$ cat config.mk
export PLATFORM = sky130hd
export DESIGN_NAME = grf_dump
export DESIGN_NICKNAME = d
export VERILOG_FILES = /design/src/rtl/grf_pkg.sv /design/src/rtl/grf_bypass_mux.sv /design/src/rtl/grf_dump.sv
export SDC_FILE = /design/constraint.sdc
export NUM_CORES = 1
export LEC_CHECK = 0
export ABC_AREA = 1
export CAP_MARGIN = 20
export CORE_ASPECT_RATIO = 1.75
export CORE_MARGIN = 2
export CORE_UTILIZATION = 25
export CTS_BUF_LIST = sky130_fd_sc_hd__clkbuf_8 sky130_fd_sc_hd__clkbuf_16
export CTS_CLUSTER_SIZE = 24
export DETAILED_ROUTE_END_ITERATION = 12
export SYNTH_ARGS = -nofsm -noshare
export SYNTH_HDL_FRONTEND = slang
export SYNTH_HIERARCHICAL = 1
export SYNTH_SLANG_ARGS = --single-unit
$ cat constraint.sdc
create_clock -name clk -period 2.6 [get_ports clk]
set_input_delay 0.78 -clock clk [delete_from_list [all_inputs] [get_ports clk]]
set_output_delay 0.78 -clock clk [all_outputs]
set_load 0.01 [all_outputs]
$ cat src/rtl/grf_pkg.sv
// Shared GRF definitions: register count, index width, zero register and the
// dump engine state encoding.
package grf_pkg;
    localparam int NREG_DEFAULT = 32;
    localparam int REG_AW       = 5;
    localparam int ZERO_REG     = 0;

    typedef enum logic [1:0] {
        IDLE,
        LOAD,
        STREAM
    } state_t;
endpackage

$ cat src/rtl/grf_bypass_mux.sv
// GRF read with write-back bypass: r0 reads zero, a same-cycle write to the
// read address wins over the stale array data.
module grf_bypass_mux
    import grf_pkg::*;
#(
    parameter int AW = REG_AW,
    parameter int DW = 32
) (
    input  logic [AW-1:0] i_addr,
    input  logic [DW-1:0] i_rd_data,
    input  logic          i_wb_we,
    input  logic [AW-1:0] i_wb_addr,
    input  logic [DW-1:0] i_wb_data,
    output logic [DW-1:0] o_value
);
    always_comb begin
        if (i_addr == AW'(ZERO_REG))
            o_value = '0;
        else if (i_wb_we && (i_wb_addr == i_addr))
            o_value = i_wb_data;
        else
            o_value = i_rd_data;
    end
endmodule

$ cat src/rtl/grf_dump.sv
// Debug readout engine: walks every GRF register through a spare read port and
// streams {index, value} beats over valid/ready, one beat per cycle.
module grf_dump
    import grf_pkg::*;
#(
    parameter int NREG = NREG_DEFAULT,
    parameter int DW   = 32,
    localparam int AW  = $clog2(NREG)
) (
    input  logic          clk,
    input  logic          reset,
    input  logic          start,
    output logic [AW-1:0] rd_addr,
    input  logic [DW-1:0] rd_data,
    input  logic          wb_we,
    input  logic [AW-1:0] wb_addr,
    input  logic [DW-1:0] wb_data,
    output logic          out_valid,
    input  logic          out_ready,
    output logic [AW-1:0] out_idx,
    output logic [DW-1:0] out_data,
    output logic          out_last,
    output logic          busy,
    output logic          done
);
    state_t        r_state;
    logic [AW-1:0] r_idx;
    logic [DW-1:0] r_data;
    logic          r_valid;
    logic          r_done;

    logic          w_idx_last;
    logic          w_fire;
    logic [AW-1:0] w_rd_addr;
    logic [DW-1:0] w_cap;

    assign w_idx_last = (r_idx == AW'(NREG - 1));
    assign w_fire     = r_valid && out_ready;

    // Look one register ahead so the next beat's value is ready at the fire edge.
    always_comb begin
        w_rd_addr = '0;
        if (r_state == STREAM)
            w_rd_addr = w_idx_last ? r_idx : r_idx + 1'b1;
    end

    grf_bypass_mux #(.AW(AW), .DW(DW)) u_bypass (
        .i_addr    (w_rd_addr),
        .i_rd_data (rd_data),
        .i_wb_we   (wb_we),
        .i_wb_addr (wb_addr),
        .i_wb_data (wb_data),
        .o_value   (w_cap)
    );

    always_ff @(posedge clk or negedge reset) begin
        if (!reset) begin
            r_state <= IDLE;
            r_idx   <= '0;
            r_data  <= '0;
            r_valid <= 1'b0;
            r_done  <= 1'b0;
        end else begin
            r_done <= 1'b0;
            case (r_state)
                IDLE: begin
                    if (start)
                        r_state <= LOAD;
                end
                LOAD: begin
                    // Register 0 is hardwired to zero, so beat 0 needs no read.
                    r_idx   <= '0;
                    r_data  <= '0;
                    r_valid <= 1'b1;
                    r_state <= STREAM;
                end
                STREAM: begin
                    if (w_fire) begin
                        if (w_idx_last) begin
                            r_valid <= 1'b0;
                            r_done  <= 1'b1;
                            r_state <= IDLE;
                        end else begin
                            r_idx  <= r_idx + 1'b1;
                            r_data <= w_cap;
                        end
                    end
                end
                default: r_state <= IDLE;
            endcase
        end
    end

    assign rd_addr   = w_rd_addr;
    assign out_valid = r_valid;
    assign out_idx   = r_idx;
    assign out_data  = r_data;
    assign out_last  = r_valid && w_idx_last;
    assign busy      = (r_state != IDLE);
    assign done      = r_done;
endmodule

# After elaboration in Yosys (flattened, before gate mapping)
# Cells that the tools add are included.
[word_totals]
latch_bits = 0
in_bits = 74
mem_count = 0
ramBits = 0
elab_cells = 44
output_inout_bits = 46
romBits = 0
reg_bits = 41
[op_classes]
n_addsub = 1
mux = 19
n_div = 0
n_eq_ne = 8
shifts = 0
reduce_logical = 11
magnitude_cmp = 0
n_mul = 0
n_bitwise = 0
[ops]
columns = ["operator", "count"]
rows = [
  ["32-bit 2-to-1 mux", 4],
  ["32-bit one-hot mux with 2 select lines", 1],
  ["5-bit 2-to-1 mux", 3],
  ["5-bit one-hot mux with 2 select lines", 1],
  ["3-bit AND reduction", 3],
  ["2-bit != test (second input constant)", 4],
  ["2-bit 2-to-1 mux", 3],
  ["2-bit one-hot mux with 3 select lines", 1],
  ["5-bit by 1-bit adder with 5-bit output (second input constant)", 1],
  ["5-bit == test", 1],
  ["5-bit == test (second input constant)", 1],
  ["5-bit zero test", 1],
  ["1-bit 2-to-1 mux", 5],
  ["2-bit nonzero test", 2],
  ["1-bit logical AND", 3],
  ["2-bit by 1-bit == test with 1-bit output (second input constant)", 1],
  ["2-bit == test (second input constant)", 1],
  ["2-bit zero test", 1],
  ["1-bit one-hot mux with 2 select lines", 1],
  ["2-bit AND reduction", 1],
]

# Longest topological paths before layout
# Gate-level depths: netlist of the first run.
[depth]
ltp_word = 10
mapped_depth = 19
depth_no_buf = 18

# Hierarchy
# Netlist of the first run, hierarchy kept.
[by_module_without_submodules]
columns = ["mod", "cells_each", "n_inst", "seq_area_each_um2", "area_per_inst_um2"]
rows = [
  ["grf_dump", 217, 1, 1026.0, 1823.0],
  ["grf_bypass_mux", 199, 1, 0.0, 818.3],
]

# Worst setup path after synthesis of the first run
# OpenSTA, ideal clock, no wires.
[synth_timing]
path_type = "reg2reg"
startpoint = "register r_idx[0], in the netlist out_idx[0]"
endpoint = "register r_data[23], in the netlist out_data[23]"
t_required_ns = 2.535
setup_ns = 0.065
period_less_slack_ns = 2.418
path_stages_with_launch = 19
path_buffers = 1
setup_slack_ns = 0.182
t_arrival_ns = 2.353
cell_sequence = "dfrtp_1 > ha_1 > inv_1 > nor2_1 > nand3_1 > a21oi_1 > inv_1 > nand2_1 > nand2_1 > nor2_2 > nand3_4 > buf_6 > nand2_2 > nand2_1 > nor2_1 > inv_1 > nor2_1 > nand2_1 > nand2_1"
[synth_via]
elab_chain_cells = 10
word_cells_on_any_way = 14
classes_between = "add/sub (1); eq/ne (3); mux (7); reduce/logical (3)"
[synth_rtl]
columns = ["element", "line_no", "source"]
rows = [
  ["from (decl)", "grf_dump.sv:27", "logic [AW-1:0] r_idx;"],
  ["from (signal assigned)", "grf_dump.sv:84", "r_idx <= r_idx + 1'b1;"],
  ["5-bit by 1-bit adder with 5-bit output or 5-bit == test (tied branches)", "grf_dump.sv:44, grf_dump.sv:37", ""],
  ["5-bit 2-to-1 mux (*)", "n/a", ""],
  ["5-bit 2-to-1 mux (*)", "grf_dump.sv:43", "if (r_state == STREAM)"],
  ["net rd_addr[1]", "grf_dump.sv:13", "output logic [AW-1:0] rd_addr,"],
  ["5-bit == test", "grf_bypass_mux.sv:19", "else if (i_wb_we && (i_wb_addr == i_addr))"],
  ["1-bit logical AND", "grf_bypass_mux.sv:19", ""],
  ["32-bit 2-to-1 mux", "grf_bypass_mux.sv:19", ""],
  ["32-bit 2-to-1 mux (*)", "grf_bypass_mux.sv:17", "if (i_addr == AW'(ZERO_REG))"],
  ["net w_cap[23]", "grf_dump.sv:35", "logic [DW-1:0] w_cap;"],
  ["32-bit 2-to-1 mux (*)", "grf_dump.sv:79", "if (w_idx_last) begin"],
  ["32-bit 2-to-1 mux (*)", "grf_dump.sv:78", "if (w_fire) begin"],
  ["32-bit one-hot mux with 2 select lines (*)", "grf_dump.sv:65", "case (r_state)"],
  ["to (signal assigned)", "grf_dump.sv:85", "r_data <= w_cap;"],
  ["to (decl)", "grf_dump.sv:28", "logic [DW-1:0] r_data;"],
]
# The timed path passes the listed nets; every way through them passes the cells marked *. The select of a mux whose other input is x is not followed.
# A chain may end at the register's enable or synchronous reset.

# Worst setup path in the final report of the first run
[layout_timing]
startpoint = "register r_idx[0], in the netlist out_idx[0]"
endpoint = "output port rd_addr[4]"
[layout_via]
elab_chain_cells = 3
word_cells_on_any_way = 4
classes_between = "add/sub (1); eq/ne (1); mux (2)"
[layout_rtl]
columns = ["element", "line_no"]
rows = [
  ["5-bit by 1-bit adder with 5-bit output or 5-bit == test (tied branches)", "grf_dump.sv:44, grf_dump.sv:37"],
  ["5-bit 2-to-1 mux (*)", "n/a"],
  ["5-bit 2-to-1 mux (*)", "grf_dump.sv:43"],
  ["to (decl)", "grf_dump.sv:13"],
]
# Every way passes the cells marked *; elsewhere a longest branch is shown, timed or not.

==> results.sh, run 1 <==
export IMPL_status="finished clean"
export IMPL_antenna_cells_inserted=0
export IMPL_finalNetCount=623
export IMPL_cellInternalPower_w=0.00223
export IMPL_placeable_core_region_sq_um=10300
export IMPL_ir_worst_vdd_mv=0.415
export IMPL_num_rows=49
export IMPL_largest_stage_delay_on_the_critical_path_ns=0.53
export IMPL_timing_reg2reg_setup_slack_ns=0.21
export IMPL_die_area_sq_um=11400
export IMPL_post_layout_total_power_w=0.00356
export IMPL_seq_area_sq_um=1030
export IMPL_yosys_cell_types_count=23
export IMPL_path_clk_slew_ns=0.06
export IMPL_crit_chain="ha_4, inv_1, nor2_2, o21a_2, clkdlybuf4s50_1"
export IMPL_die_width_um=81.7
export IMPL_timing_max_slew_rel_slack_pct=63.9
export IMPL_rsz_0062_raised_after_global_routing="true"
export IMPL_syn_nets=491
export IMPL_syn_instance_count=416
export IMPL_end_kind="output pin"
export IMPL_worst_path_max_fanout=3
export IMPL_net_sw_share_pct=37.4
export IMPL_multi_input_area_sq_um=1330
export IMPL_grt_util_met2_pct=27.0
export IMPL_seq_power_share_pct=30.8
export IMPL_clock_power_share_pct=16.8
export IMPL_hold_class="reg2reg"
export IMPL_clk_latency_worst_skew_pair_ns=0.28
export IMPL_tritoncts_clock_tree="done"
export IMPL_min_from="out_data[14]"
export IMPL_final_min_clock_period_ns=2.51
export IMPL_finClkSkew_ns=0.00445
export IMPL_areaGrowthSynthToFinish_pct=62.4
export IMPL_worst_slew_pin_slew_ns=0.540
export IMPL_grt_antenna_before_repair=0
export IMPL_post_synth_cell_area_avg_sq_um=6.35
export IMPL_synthesis_yosys_warnings=6
export IMPL_cp_data_required_time_ns=1.82
export IMPL_start_util_pct=25.6
export IMPL_share_comb_of_total_power_pct=52.4
export IMPL_cts_hold_buffers_added=0
export IMPL_crit_slowest_cell="sky130_fd_sc_hd__clkdlybuf4s50_1"
export IMPL_route_detailed_wl_per_inst_um=12.6
export IMPL_detailedRoute_firstIterationViolations=76
export IMPL_overall_via_count_from_detail_route=2919
export IMPL_layout_cells_most_common_list="161 x sky130_fd_sc_hd__nand2_1, 113 x sky130_fd_sc_hd__clkdlybuf4s50_1, 72 x sky130_fd_sc_hd__nor2_1"
export IMPL_timing_critical_path_from_type="register"
export IMPL_finalInstanceArea_sq_um=4290
export IMPL_detailed_place_hpwl_um=6190
export IMPL_clkSinkCount=41
export IMPL_drive_above_1_share_pct=10.4
export IMPL_globalRoute_busiestLayer="met2"
export IMPL_cts_max_path_buffers=2
export IMPL_holdPathEnd="out_data[14]"
export IMPL_cp_num_cells=5
export IMPL_maxClockFrequency_ghz=0.398
export IMPL_final_hold_violation_count=0
export IMPL_gpl_final_weighted_congestion=0.747
export IMPL_layout_commonest_cell="sky130_fd_sc_hd__nand2_1"
export IMPL_pin_count=120
export IMPL_r2r_cells=17
export IMPL_worst_path_buf_inv=2
export IMPL_grt_overflow_total=0
export IMPL_drtAntennaViolNets=0
export IMPL_grt_use_total_pct=14.5
export IMPL_netlist_area_sq_um=2640
export IMPL_numPortBuffers=119
export IMPL_cts_buffers_inserted=5
export IMPL_post_route_drc_count=0
export IMPL_detail_route_first_pass_iterations=4
export IMPL_grt_first_pass_wirelength_um=12900
export IMPL_synth_seq_area_share_pct=38.8
export IMPL_grt_use_met3_pct=2.06
export IMPL_final_max_slew_violation_count=0
export IMPL_timing_critical_path_max_delay_family="buffers and inverters"
export IMPL_drv_cap=0
export IMPL_period_share_pct=96.6
export IMPL_ys_ff_latch=41
export IMPL_gr_usage_met1_pct=15.6
export IMPL_grt_max_degree=42
export IMPL_setup_viol=0
export IMPL_timing_critical_path_arrival_ns=1.73
export IMPL_finalWirelength_um=8510
export IMPL_worst_r2r_startpoint="out_idx[0]"
export IMPL_critical_register_to_register_path_endpoint="out_data[20]"
export IMPL_route_detailed_vias_per_inst=4.32
export IMPL_crit_type="reg2out"
export IMPL_postPlaceCellArea_sq_um=4030
export IMPL_cts_root_buffer_cell="sky130_fd_sc_hd__clkbuf_16"
export IMPL_fp_dieH_um=140
export IMPL_timing_hold_worst_path_depth=2
export IMPL_power_density_nw_per_um2=831
export IMPL_total_switching_power_w=0.00133
export IMPL_static_leakage_power_nw=2.39
export IMPL_depth_of_the_cts_h_tree=2
export IMPL_fillCellCount=1119
export IMPL_grt_pass1_vias=2757
## worst max-delay path by stage
stage          startpoint      endpoint  slack (ns)
3_3_place_gp   wb_addr[0]  out_data[15]        0.08
3_5_place_dp   wb_addr[0]   out_data[6]        0.07
2_1_floorplan  out_idx[0]  out_data[23]        0.18
6_report       out_idx[0]    rd_addr[4]        0.09
4_1_cts        out_idx[1]    rd_addr[4]        0.01
5_1_grt        out_idx[1]  out_data[31]      -0.002
## cell usage after synthesis (all sizes together)
| cell type | instances | area [sq um] |
|---|---|---|
| nor3 | 1 | 5.00 |
| dfrtp | 41 | 1030 |
| a21oi | 2 | 10.0 |
| inv | 58 | 218 |
| nand2 | 169 | 654 |
| o211ai | 1 | 7.51 |
| xnor2 | 1 | 8.76 |
| ha | 1 | 12.5 |
| nand3 | 40 | 225 |
| clkbuf | 4 | 15.0 |
| buf | 15 | 105 |
| nor2 | 78 | 308 |
| o21ai | 1 | 5.00 |
| nand4 | 3 | 33.8 |
| o21a | 1 | 7.51 |
## registers in the layout (all words and copies together), names as in the netlist
| register | count |
|---|---|
| done | 1 |
| r_state | 2 |
| out_data | 32 |
| out_valid | 1 |
| out_idx | 5 |
## cell families (layout without fill, tap and decap cells)
group / after synthesis / count (layout) / share of synthesized area (%)
xor gates and xnor gates: 1 / 1 / 0.332
DFF: 41 / 41 / 38.8
AOI/OAI and AO/OA: 5 / 5 / 1.14
adders and majority gates: 1 / 1 / 0.474
and+or+nand+nor: 291 / 293 / 46.4
buffers and inverters: 77 / 208 / 12.8
## power by group through the flow
stage	Combinational [W]	Sequential, W	Clock [W]
after floorplan	0.000696	0.00121	0
after global placement	0.00179	0.00109	0
after detailed placement	0.00181	0.00110	0
after CTS	0.00180	0.00109	0.000622
after global routing	0.00206	0.00113	0.000643
final	0.00187	0.00110	0.000599
## through the flow
stage          hold slack [ns]  instances  worst slack, ns  util, %  setup TNS, ns
6_report                 0.496        676           0.0888     41.7              0
5_1_grt                  0.508        676         -0.00186     41.7       -0.00186
4_1_cts                  0.501        670           0.0123     40.6              0
3_5_place_dp             0.487        661           0.0673     39.1              0
3_3_place_gp             0.482        661           0.0825     39.1              0
2_1_floorplan            0.484        416            0.182        -              0
## worst min-delay path, cell delays in order, from the launching register on
cell and delay [ns]:
sky130_fd_sc_hd__dfrtp_1 0.34, sky130_fd_sc_hd__nand3_1 0.07, sky130_fd_sc_hd__nand2_1 0.05
## layout make-up
class                           instances  area share [%]
Sequential cell                        41            23.9
Timing Repair Buffer                  142            33.1
Tap cell                              127            3.70
Clock buffer                            5            2.92
Clock inverter                          3           0.321
Inverter                               58            5.07
Multi-Input combinational cell        300            31.0
## per-layer routing
metal	up-vias	wire length, um
li1	1505	-
met1	1310	3220
met2	92	4660
met3	12	426
met4	0	203
met5	-	0
## repair_timing
action / CTS / global route
endpoints found under the setup margin: 6 / 31
setup buffers: 1 / 2
cloned: 0 / 4
resized for setup: 8 / 6
pin swaps: 0 / 2
No activity file was read; power rests on OpenSTA's default activity.
==> run 2: changes to the inputs <==
- CAP_MARGIN: 20 -> 15
- PLACE_DENSITY: not set -> 0.56
==> run 2 against run 1 <==
Hold slack worse by 0.041 ns; non-clock buffer count is 5 lower; sequential power hardly changed; via count is 4.8% lower; maximum frequency hardly changed; combinational power is 5% lower; clock skew is 0.0012 ns higher; flip-flop and latch count stayed put; global-route usage is 0.056 points higher; sequential share of layout area is 0.76 points higher; highest routed layer unchanged.
==> results.sh, run 2 (synthesis results as in run 1) <==
export IMPL_status="finished clean"
export IMPL_layout_cells_most_common_list="161 x sky130_fd_sc_hd__nand2_1, 113 x sky130_fd_sc_hd__clkdlybuf4s50_1, 72 x sky130_fd_sc_hd__nor2_1"
export IMPL_worst_slew_pin_slew_ns=0.541
export IMPL_timing_max_slew_rel_slack_pct=63.9
export IMPL_die_area_sq_um=11400
export IMPL_fp_dieH_um=140
export IMPL_layout_commonest_cell="sky130_fd_sc_hd__nand2_1"
export IMPL_power_density_nw_per_um2=836
export IMPL_cts_buffers_inserted=5
export IMPL_detailed_place_hpwl_um=6290
export IMPL_tritoncts_clock_tree="done"
export IMPL_timing_critical_path_from_type="register"
export IMPL_post_layout_total_power_w=0.00348
export IMPL_clk_latency_worst_skew_pair_ns=0.28
export IMPL_route_detailed_wl_per_inst_um=12.1
export IMPL_placeable_core_region_sq_um=10300
export IMPL_cts_hold_buffers_added=0
export IMPL_hold_class="in2async"
export IMPL_grt_first_pass_wirelength_um=12700
export IMPL_maxClockFrequency_ghz=0.398
export IMPL_die_width_um=81.7
export IMPL_pin_count=120
export IMPL_grt_pass1_vias=2699
export IMPL_clkSinkCount=41
export IMPL_overall_via_count_from_detail_route=2780
export IMPL_rsz_0062_raised_after_global_routing="false"
export IMPL_crit_type="reg2out"
export IMPL_post_route_drc_count=0
export IMPL_depth_of_the_cts_h_tree=2
export IMPL_fillCellCount=1130
export IMPL_gpl_final_weighted_congestion=0.789
export IMPL_finalWirelength_um=8100
export IMPL_detail_route_first_pass_iterations=4
export IMPL_drive_above_1_share_pct=8.87
export IMPL_numPortBuffers=119
export IMPL_drv_cap=0
export IMPL_num_rows=49
export IMPL_drtAntennaViolNets=0
export IMPL_path_clk_slew_ns=0.06
export IMPL_ir_worst_vdd_mv=0.379
export IMPL_final_max_slew_violation_count=0
export IMPL_route_detailed_vias_per_inst=4.16
export IMPL_timing_critical_path_arrival_ns=1.73
export IMPL_detailedRoute_firstIterationViolations=89
export IMPL_static_leakage_power_nw=2.31
export IMPL_antenna_cells_inserted=0
export IMPL_cp_data_required_time_ns=1.82
export IMPL_final_hold_violation_count=0
export IMPL_setup_viol=0
export IMPL_finClkSkew_ns=0.00562
export IMPL_final_min_clock_period_ns=2.51
export IMPL_grt_max_degree=34
export IMPL_finalNetCount=616
export IMPL_period_share_pct=96.6
export IMPL_start_util_pct=25.6
export IMPL_grt_use_total_pct=14.6
export IMPL_setup_total_neg_slack_ns=0
export IMPL_end_kind="output pin"
export IMPL_cts_max_path_buffers=2
export IMPL_areaGrowthSynthToFinish_pct=57.7
export IMPL_largest_register_ff_count=32
export IMPL_worst_path_max_fanout=5
export IMPL_post_route_hold_slack_ns=0.454
export IMPL_grt_overflow_total=0
export IMPL_grt_antenna_before_repair=0
export IMPL_cts_root_buffer_cell="sky130_fd_sc_hd__clkbuf_16"
## run 2: per-stage QoR
step / cell area, sq um / utilization [%] / instances / setup WS [ns]
after floorplan: 2640 / - / 416 / 0.182
after global placement: 4000 / 38.8 / 661 / 0.132
after detailed placement: 4000 / 38.8 / 661 / 0.0922
after CTS: 4150 / 40.3 / 668 / 0.0223
after global routing: 4160 / 40.4 / 668 / 0.0166
final: 4160 / 40.4 / 668 / 0.0884
## run 2: final timing paths
| path | startpoint | endpoint | slack, ns | cells after the start |
|---|---|---|---|---|
| max in group asynchronous | reset | out_idx[2] | 1.59 | 2 |
| setup reg to reg | out_idx[0] | out_data[28] | 0.27 | 17 |
| hold / removal | reset | done | 0.45 | 1 |
| min in group clk | out_data[15] | out_data[15] | 0.50 | 2 |
| hold reg to reg | out_data[15] | out_data[15] | 0.50 | 2 |
| setup / recovery | out_idx[0] | rd_addr[2] | 0.09 | 4 |
## run 2: area by class of cell
| class | count | area (sq um) | area share, % |
|---|---|---|---|
| repair buffers | 137 | 1320 | 31.7 |
| well taps | 127 | 159 | 3.82 |
| inverters | 58 | 218 | 5.23 |
| clock buffers | 6 | 139 | 3.34 |
| multi-input cells | 298 | 1300 | 31.2 |
| flip-flops and latches | 41 | 1030 | 24.7 |
| clock inverters | 1 | 3.75 | 0.0901 |
## run 2: report_power, final
part / total (W) / internal (W) / leakage, nW / switching [W]
clock: 0.000618 / 0.000373 / 0.0741 / 0.000245
sequential: 0.00110 / 0.000910 / 0.502 / 0.000186
combinational: 0.00177 / 0.000928 / 1.74 / 0.000838
total: 0.00348 / 0.00221 / 2.31 / 0.00127
## run 2: what timing repair did
item	4_1_cts	5_1_grt
resized for setup	7	4
setup endpoints to repair	6	11
setup buffers	0	0
## run 2: routing by layer
metal	wire (um)	track usage, %	vias up	part of all wire, %
met5	0	0	-	0
met4	194	5.70	0	2.4
met3	322	2.51	8	4.0
met2	4590	28.3	69	57
met1	3000	14.6	1225	37
li1	-	-	1478	-
## run 2: worst max-delay path, cell delays in order, from the launching register on
cell and delay [ns]:
sky130_fd_sc_hd__dfrtp_1 0.39, sky130_fd_sc_hd__ha_4 0.18, sky130_fd_sc_hd__nand4_4 0.14, sky130_fd_sc_hd__a21oi_2 0.19
sky130_fd_sc_hd__clkdlybuf4s50_1 0.55
==> run 3: changes to the inputs <==
- ABC_CLOCK_PERIOD_IN_PS: not set -> 2600
==> results of run 3 <==
Same layout as run 2: the final DEF is identical, and so are final timing and power.
